## config.mk

```make
export PLATFORM = sky130hd
export DESIGN_NAME = mmio_uart_tx
export DESIGN_NICKNAME = d
export VERILOG_FILES = /design/src/rtl/mmio_uart_tx.sv
export SDC_FILE = /design/constraint.sdc
export NUM_CORES = 1
export LEC_CHECK = 0
export BUFFER_PORTS_ARGS = -buffer_cell sky130_fd_sc_hd__buf_2
export CAP_MARGIN = 25
export CELL_PAD_IN_SITES_DETAIL_PLACEMENT = 1
export CELL_PAD_IN_SITES_GLOBAL_PLACEMENT = 1
export CORE_MARGIN = 4
export CORE_UTILIZATION = 40
export DETAILED_ROUTE_END_ITERATION = 8
export PLACE_DENSITY_LB_ADDON = 0.1
export SYNTH_ARGS = -nofsm -noshare
export SYNTH_HDL_FRONTEND = slang
export SYNTH_SLANG_ARGS = --single-unit
```

## constraint.sdc

```tcl
create_clock -name clk -period 8.35 [get_ports clk]
set_clock_uncertainty 0.2 [all_clocks]
set_input_delay 0.835 -clock clk [delete_from_list [all_inputs] [get_ports clk]]
set_output_delay 0.835 -clock clk [all_outputs]
set_load 0.01 [all_outputs]
```

## src/rtl/mmio_uart_tx.sv

```systemverilog
// MMIO UART transmitter: byte FIFO feeding an 8N1 serialiser, LSB first; write-to-start latency 1 cycle.
// A push into a full FIFO drops the byte and sets sticky overflow; even parity when UART_TX_PARITY_EN is defined.
module mmio_uart_tx #(
  parameter logic [31:0] BASE_ADDR   = 32'h8000_0000,
  parameter int          FIFO_DEPTH  = 4,
  parameter logic [15:0] DEFAULT_DIV = 16'd868
) (
  input  logic        clk,
  input  logic        rst_n,
  input  logic [31:0] data_addr,
  input  logic [31:0] data_wdata,
  input  logic [3:0]  data_wenable,
  output logic [31:0] data_rdata,
  output logic        sel,
  output logic        uart_tx
);

  localparam int AW = $clog2(FIFO_DEPTH);
  localparam int CW = AW + 1;
`ifdef UART_TX_PARITY_EN
  localparam logic PAR_EN = 1'b1;
`else
  localparam logic PAR_EN = 1'b0;
`endif

  typedef enum logic [2:0] {
    S_IDLE,
    S_START,
    S_DATA,
`ifdef UART_TX_PARITY_EN
    S_PARITY,
`endif
    S_STOP
  } state_t;

  state_t          state;
  logic [7:0]      mem [FIFO_DEPTH];
  logic [AW-1:0]   wr_ptr, rd_ptr;
  logic [CW-1:0]   count;
  logic            overflow;
  logic [15:0]     div;
  logic [15:0]     baud_cnt;
  logic [2:0]      bit_idx;
  logic [7:0]      shreg;

  logic [1:0]  word;
  logic        wr_txdata, wr_clr, wr_div_lo, wr_div_hi;
  logic        empty, full, baud_zero, pop, push, busy;
  logic [15:0] div_m1;
  logic        unused;

  assign sel       = (data_addr[31:4] == BASE_ADDR[31:4]);
  assign word      = data_addr[3:2];
  assign wr_txdata = sel && (word == 2'd0) && data_wenable[0];
  assign wr_clr    = sel && (word == 2'd1) && data_wenable[0] && data_wdata[2];
  assign wr_div_lo = sel && (word == 2'd2) && data_wenable[0];
  assign wr_div_hi = sel && (word == 2'd2) && data_wenable[1];

  assign empty     = (count == '0);
  assign full      = (count == CW'(FIFO_DEPTH));
  assign baud_zero = (baud_cnt == 16'd0);
  // The serialiser only takes a byte at a frame boundary, so a pop can free the slot a same-edge push needs.
  assign pop       = !empty && ((state == S_IDLE) || ((state == S_STOP) && baud_zero));
  assign push      = wr_txdata && (!full || pop);
  assign busy      = !empty || (state != S_IDLE);
  assign div_m1    = (div == 16'd0) ? 16'd0 : div - 16'd1;
  assign unused    = ^{data_wdata[31:16], data_addr[1:0], data_wenable[3:2]};

  always_ff @(posedge clk) begin
    if (rst_n && push) mem[wr_ptr] <= data_wdata[7:0];
  end

  always_ff @(posedge clk) begin
    if (!rst_n) begin
      wr_ptr   <= '0;
      rd_ptr   <= '0;
      count    <= '0;
      overflow <= 1'b0;
      div      <= DEFAULT_DIV;
    end else begin
      if (push) wr_ptr <= wr_ptr + AW'(1);
      if (pop)  rd_ptr <= rd_ptr + AW'(1);
      if (push && !pop)      count <= count + CW'(1);
      else if (pop && !push) count <= count - CW'(1);
      if (wr_txdata && !push) overflow <= 1'b1;
      else if (wr_clr)        overflow <= 1'b0;
      if (wr_div_lo) div[7:0]  <= data_wdata[7:0];
      if (wr_div_hi) div[15:8] <= data_wdata[15:8];
    end
  end

  always_ff @(posedge clk) begin
    if (!rst_n) begin
      state    <= S_IDLE;
      uart_tx  <= 1'b1;
      baud_cnt <= 16'd0;
      bit_idx  <= 3'd0;
      shreg    <= 8'd0;
    end else begin
      case (state)
        S_IDLE: begin
          uart_tx <= 1'b1;
          if (pop) begin
            shreg    <= mem[rd_ptr];
            state    <= S_START;
            uart_tx  <= 1'b0;
            baud_cnt <= div_m1;
          end
        end
        S_START: begin
          if (baud_zero) begin
            state    <= S_DATA;
            bit_idx  <= 3'd0;
            uart_tx  <= shreg[0];
            baud_cnt <= div_m1;
          end else begin
            baud_cnt <= baud_cnt - 16'd1;
          end
        end
        S_DATA: begin
          if (baud_zero) begin
            baud_cnt <= div_m1;
            if (bit_idx == 3'd7) begin
`ifdef UART_TX_PARITY_EN
              state   <= S_PARITY;
              uart_tx <= ^shreg;
`else
              state   <= S_STOP;
              uart_tx <= 1'b1;
`endif
            end else begin
              bit_idx <= bit_idx + 3'd1;
              uart_tx <= shreg[bit_idx + 3'd1];
            end
          end else begin
            baud_cnt <= baud_cnt - 16'd1;
          end
        end
`ifdef UART_TX_PARITY_EN
        S_PARITY: begin
          if (baud_zero) begin
            state    <= S_STOP;
            uart_tx  <= 1'b1;
            baud_cnt <= div_m1;
          end else begin
            baud_cnt <= baud_cnt - 16'd1;
          end
        end
`endif
        S_STOP: begin
          if (baud_zero) begin
            if (pop) begin
              shreg    <= mem[rd_ptr];
              state    <= S_START;
              uart_tx  <= 1'b0;
              baud_cnt <= div_m1;
            end else begin
              state    <= S_IDLE;
              uart_tx  <= 1'b1;
            end
          end else begin
            baud_cnt <= baud_cnt - 16'd1;
          end
        end
        default: begin
          state   <= S_IDLE;
          uart_tx <= 1'b1;
        end
      endcase
    end
  end

  always_comb begin
    data_rdata = 32'd0;
    if (sel) begin
      case (word)
        2'd1:    data_rdata = {16'd0, 8'(count), 4'd0, PAR_EN, overflow, full, busy};
        2'd2:    data_rdata = {16'd0, div};
        default: data_rdata = 32'd0;
      endcase
    end
  end

endmodule
```

==> results.json, run 1 <==
{
  "run_status": "complete, no violations",
  "drc_errors": 0,
  "final_period_minus_worst_setup_slack_ps": 4750,
  "critical_path_class": "reg2reg",
  "yosys_register_bits": 88,
  "setup-tns-final_ps": 0,
  "clock.fmax_mhz": 210,
  "clock-root-buffer": "sky130_fd_sc_hd__clkbuf_16",
  "floorplan.initialDensity": 0.408,
  "cts_buffers": 9,
  "crit_path_frequent_cell": "sky130_fd_sc_hd__ha_1",
  "worst_setup_sp_type": "flip-flop",
  "netlist_instances": 587,
  "cts_htree_levels": 3,
  "hold_slack_ps": 280,
  "synth.most_common_cell": "sky130_fd_sc_hd__nor2_1",
  "final_antenna_net_count": 0,
  "top_cell_type_s_share_of_synthesized_area": 0.208,
  "mappedNetlistArea_um2": 5380,
  "setup.worst_path.end_class": "flip-flop",
  "routed_via_density": 5.88,
  "yosysUniqueCellTypes": 73,
  "power.ir.vdd_worst_mv": 0.143,
  "post_cts_resize_count": 0,
  "netlist.top_cell.by_area": "sky130_fd_sc_hd__dfxtp_1",
  "critical_path.max_fanout": 17,
  "worstHoldPathType": "reg2reg",
  "detail_route.wl_per_cell_um": 19.9,
  "antennaDiodeCount": 0,
  "worst_ep_required_time_ps": 8430,
  "synth-seq-area-share": 0.387,
  "clkSinkCount": 88,
  "vias": 4771,
  "p_leak_nw": 2.41,
  "largest_net_degree_at_the_start_of_global_routing": 43,
  "cp_cell_sequence": "ha_1 > or4b_2 > nor4_1 > o21a_1 > inv_2 > ha_1 > inv_1 > fa_1 > xor2_1 > or3_1 > a21oi_1",
  "synth_edf_count": 32,
  "synth_commonest_cells": "sky130_fd_sc_hd__nor2_1, sky130_fd_sc_hd__a21oi_1, sky130_fd_sc_hd__dfxtp_1",
  "top_ports": 104,
  "postSynth.topFlopCell": "sky130_fd_sc_hd__dfxtp_1",
  "syn2layout_area_growth_pct": 12.5,
  "routabilityCongestion": 0.860,
  "ys_warn_count": 0,
  "final_design_area_no_fill_um2": 6050,
  "share_of_post_route_cells_with_drive_strength_above_1": 0.181,
  "drt-total-wl_um": 16200,
  "grt_first_pass_wirelength_um": 25700,
  "post_cts_buffers": 0,
  "clkSlewWorstSetupHoldPaths_ps": 70,
  "pre_cts_ws_ps": 3680,
  "timing.final.max_slew_violations": 0,
  "count_of_endpoints_failing_hold_in_the_final_timing_report": 0,
  "chipHeight_um": 124,
  "final_nets": 721,
  "num_rows": 42,
  "setup_ws_ps": 3600,
  "grt.overflow.total": 0,
  "yosys-top-cells-area": "sky130_fd_sc_hd__dfxtp_1, sky130_fd_sc_hd__edfxtp_1, sky130_fd_sc_hd__mux2i_1, sky130_fd_sc_hd__a21oi_1, sky130_fd_sc_hd__nor2_1",
  "timing.final.setup_violations": 0,
  "track_usage": 0.216,
  "worst-path-buf-inv": 2,
  "cts_buffer_depth": 2,
  "pwr_density_cell_nw_per_um2": 298,
  "cts.hold.buffers_added": 0,
  "dieWidth_um": 124,
  "drtIter0Drc": 328,
  "max_stage_delay_ps": 760,
  "crit_path_top_delay_cell": "sky130_fd_sc_hd__o21a_1",
  "postSynthAreaPerCell_um2": 9.17,
  "worst_slew_margin_rel": 0.308,
  "dp.final_hpwl_um": 11600,
  "floorplan.die_area_um2": 15400,
  "design.core.area_um2": 13200,
  "io_buffers": 67,
  "tritoncts": "built",
  "total_power_mw": 1.80,
  "initial_antenna_violation_count": 0,
  "max_capacitance_violation_count": 0,
  "fin_crit_sh": 0.569,
  "clock_insertion_delay_worst_skew_ps": 350,
  "cp_data_arrival_time_ps": 4840,
  "grt_pass1_vias": 4891,
  "cp_top_family": "simple AND/OR/NAND/NOR gates",
  "first_pass_iters": 5,
  "worst_pin_slew_ps": 1040,
  "detailed_place.area_um2": 5740,
  "unrepaired_setup_endpoints_after_global_routing": "false",
  "async_reset_ff_frac": 0
}
[where the power goes]
part	leakage, nW	switching [mW]	internal [mW]	total (mW)
Sequential	0.744	0.0736	0.498	0.571
Clock	0.151	0.206	0.215	0.421
Combinational	1.52	0.494	0.317	0.811
[worst paths after layout]
| check | start | end | slack [ps] | cells past startpoint |
|---|---|---|---|---|
| worst min-delay path | overflow$_SDFFE_PN0P_ | overflow$_SDFFE_PN0P_ | 280 | 2 |
| worst max-delay path | state[0]$_SDFFE_PN0P_ | count[2]$_SDFFE_PN0P_ | 3600 | 11 |
| worst max register to register | state[0]$_SDFFE_PN0P_ | count[2]$_SDFFE_PN0P_ | 3600 | 11 |
| worst min register to register | overflow$_SDFFE_PN0P_ | overflow$_SDFFE_PN0P_ | 280 | 2 |
[metrics by stage]
stage	std cells	util
after floorplan	602	-
final	812	0.459
after CTS	810	0.458
after global placement	793	0.435
after detailed placement	794	0.435
after global routing	812	0.459
[sequential cells by signal, indices dropped and copies added (netlist names), named ones only]
signal    count
baud_cnt     16
bit_idx       3
count         3
div          16
mem          32
overflow      1
rd_ptr        2
shreg         8
state         2
uart_tx       1
wr_ptr        2
[layout make-up]
class,count,area (µm²)
Multi-Input combinational cell,442,3010
Fill cell,1556,7140
Clock inverter,7,78.8
Tap cell,176,220
Timing Repair Buffer,73,375
Sequential cell,88,2080
Clock buffer,9,225
Inverter,17,63.8
[logic make-up after synthesis]
logic type,after synthesis,synth area share
AO/OA/AOI/OAI,149,0.178
XOR/XNOR,11,0.0179
AND/OR/NAND/NOR,202,0.198
buffers and inverters,72,0.0649
adder cells (fa/ha/maj),20,0.0479
other,1,0.000697
flip-flops,88,0.387
multiplexers,44,0.106
[routing by layer]
layer  track usage  wire length (µm)  part of all wire
met2         0.344              7380              0.46
met5             0                 0                 0
met3        0.0409              1160             0.072
met4        0.0684               301             0.019
met1         0.297              7340              0.45
[tightest hold or removal path: stages (launching register included)]
cell,delay [ps]
sky130_fd_sc_hd__dfxtp_1,310
sky130_fd_sc_hd__nand2_1,60
sky130_fd_sc_hd__a21oi_1,60
[placed cells by master, fill, tap and decap left out, drive strengths merged, types with 7 or more instances in the layout]
master,netlist,final
dfxtp,56,56
clkbuf,30,10
nor3,19,19
nand3,7,7
conb,1,16
mux4,10,10
buf,25,72
nor4,15,15
and3,7,7
nand2,25,25
or4,9,9
edfxtp,32,32
inv,16,22
a21oi,58,58
o211ai,9,9
and2,9,9
o31ai,7,7
xnor2,7,7
nor2,73,73
ha,19,19
o21ai,24,24
mux2i,32,32
Note: power is estimated with default switching activity, not from simulation.
==> run 2, diff against run 1 <==
--- a/config.mk
+++ b/config.mk
@@ -10,7 +10,7 @@
 export CELL_PAD_IN_SITES_DETAIL_PLACEMENT = 1
 export CELL_PAD_IN_SITES_GLOBAL_PLACEMENT = 1
 export CORE_MARGIN = 4
-export CORE_UTILIZATION = 40
+export CORE_UTILIZATION = 38
 export DETAILED_ROUTE_END_ITERATION = 8
 export PLACE_DENSITY_LB_ADDON = 0.1
 export SYNTH_ARGS = -nofsm -noshare
==> constraint.sdc (replaced) <==
create_clock -name clk -period 3.9 [get_ports clk]
set_clock_uncertainty 0.2 [all_clocks]
set_input_delay 0.39 -clock clk [delete_from_list [all_inputs] [get_ports clk]]
set_output_delay 0.39 -clock clk [all_outputs]
set_load 0.01 [all_outputs]
==> results.json, run 2 (synthesized netlist as in run 1, its figures left out) <==
{
  "pwr_density_cell_nw_per_um2": 637,
  "most_common_cell_after_layout_fill_and_taps_aside": "sky130_fd_sc_hd__nor2_1",
  "antennaDiodeCount": 0,
  "clock-root-buffer": "sky130_fd_sc_hd__clkbuf_16",
  "unrepaired_setup_endpoints_after_global_routing": "false",
  "cts_buffer_depth": 2,
  "grt_pass1_vias": 4951,
  "reg_top3": "mem (32), baud_cnt (16), div (16)",
  "max_stage_delay_ps": 500,
  "vias": 4795,
  "worst_pin_slew_ps": 860,
  "largest_net_degree_at_the_start_of_global_routing": 41,
  "clkSinkCount": 88,
  "setup-tns-final_ps": 0,
  "cp_data_arrival_time_ps": 3620,
  "design.core.area_um2": 13900,
  "drc_errors": 0,
  "num_rows": 43,
  "clock.fmax_mhz": 281,
  "first_pass_iters": 5,
  "final_nets": 731,
  "cp_cell_sequence": "inv_1 > ha_1 > or4b_4 > nor4_1 > buf_4 > nor3_1 > and4b_1 > ha_1 > inv_1 > fa_1 > xor2_1 > or3_1 > a21oi_1",
  "cts_htree_levels": 3,
  "critical_path_class": "reg2reg",
  "routed_via_density": 5.81,
  "detail_route.wl_per_cell_um": 20.2,
  "setup.worst_path.end_class": "flip-flop",
  "fillCellCount": 1629,
  "cts.hold.buffers_added": 0,
  "crit_path_top_delay_cell": "sky130_fd_sc_hd__or4b_4",
  "clkSlewWorstSetupHoldPaths_ps": 70,
  "largest-register": "mem",
  "drtIter0Drc": 306,
  "share_of_post_route_cells_with_drive_strength_above_1": 0.193,
  "post_cts_resize_count": 0,
  "floorplan.initialDensity": 0.388,
  "top_ports": 104,
  "final_antenna_net_count": 0,
  "count_of_endpoints_failing_hold_in_the_final_timing_report": 0,
  "post_cts_buffers": 0,
  "most-common-layout-cells": "sky130_fd_sc_hd__nor2_1, sky130_fd_sc_hd__buf_2, sky130_fd_sc_hd__a21oi_1",
  "initial_antenna_violation_count": 0,
  "worst_setup_sp_type": "flip-flop",
  "total_power_mw": 3.91,
  "p_leak_nw": 2.46,
  "largest_reg_flops": 32,
  "worst_slew_margin_rel": 0.418,
  "dieWidth_um": 127,
  "r2r_slack_ps": 350,
  "io_buffers": 67,
  "run_status": "complete, no violations",
  "power.ir.vdd_worst_mv": 0.265,
  "floorplan.die_area_um2": 16100,
  "worst_ep_required_time_ps": 3970,
  "timing.final.setup_violations": 0,
  "fin_crit_sh": 0.911,
  "dp.final_hpwl_um": 12300,
  "syn2layout_area_growth_pct": 14.0,
  "max_capacitance_violation_count": 0,
  "track_usage": 0.209,
  "final_period_minus_worst_setup_slack_ps": 3550,
  "drt-total-wl_um": 16700,
  "cts_buffers": 9,
  "worstHoldPathType": "in2reg",
  "grt_first_pass_wirelength_um": 26800,
  "chipHeight_um": 127,
  "tritoncts": "built",
  "critical_path.max_fanout": 6,
  "timing.final.max_slew_violations": 0,
  "clock_insertion_delay_worst_skew_ps": 350,
  "grt.overflow.total": 0,
  "routabilityCongestion": 0.844
}
## run 2: cell count changes in the layout (fill, tap and decap cells not counted)
cell	previous run	this run
sky130_fd_sc_hd__buf_2	68	67
sky130_fd_sc_hd__inv_8	4	1
sky130_fd_sc_hd__clkbuf_2	1	0
sky130_fd_sc_hd__clkinv_2	0	2
sky130_fd_sc_hd__clkinv_8	1	0
sky130_fd_sc_hd__bufinv_16	0	1
sky130_fd_sc_hd__buf_4	4	16
sky130_fd_sc_hd__clkinvlp_4	0	1
## run 2: power by group
group	internal (mW)	switching, mW
clock network	0.504	0.390
logic	0.716	1.08
registers	1.07	0.156
total	2.29	1.62
## run 2: worst paths after layout
path	start	to	cells past startpoint
worst max-delay path	baud_cnt[0]$_SDFFE_PN0P_	count[2]$_SDFFE_PN0P_	13
worst min-delay path	data_wdata[9]	div[9]$_SDFFE_PN1P_	3
worst max register to register	baud_cnt[0]$_SDFFE_PN0P_	count[2]$_SDFFE_PN0P_	13
worst min register to register	overflow$_SDFFE_PN0P_	overflow$_SDFFE_PN0P_	2
## run 2: critical path, delay by kind of cell (launching register included)
kind,cells,cell delay (ps)
XOR/XNOR,1,160
AND/OR/NAND/NOR,5,1510
adder cells (fa/ha/maj),3,730
buffers and inverters,3,370
AO/OA/AOI/OAI,1,150
flip-flops,1,370
## run 2: metrics by stage
step | utilization | instances | worst slack [ps] | hold WS (ps) | instance area, µm²
floorplan | - | 602 | 458 | 232 | 5440
global placement | 0.420 | 810 | 409 | 245 | 5830
detailed placement | 0.420 | 810 | 351 | 268 | 5830
CTS | 0.442 | 826 | 323 | 55.8 | 6140
global route | 0.442 | 826 | 126 | 65.5 | 6140
finish | 0.442 | 826 | 347 | 67.6 | 6140
## run 2: final cells by class
class,instances,area (µm²),share of cell area
multi-input cells,442,3010,0.490
inverters,17,63.8,0.0104
flip-flops and latches,88,2080,0.339
clock inverters,7,76.3,0.0124
clock buffers,9,225,0.0367
repair buffers,83,455,0.0742
well taps,180,225,0.0367
## run 2: per-layer routing
metal | wire (µm) | GRT usage | part of all wire
met1 | 7610 | 0.279 | 0.46
met2 | 7840 | 0.341 | 0.47
met3 | 946 | 0.0435 | 0.057
met4 | 286 | 0.0675 | 0.017
met5 | 0 | 0 | 0
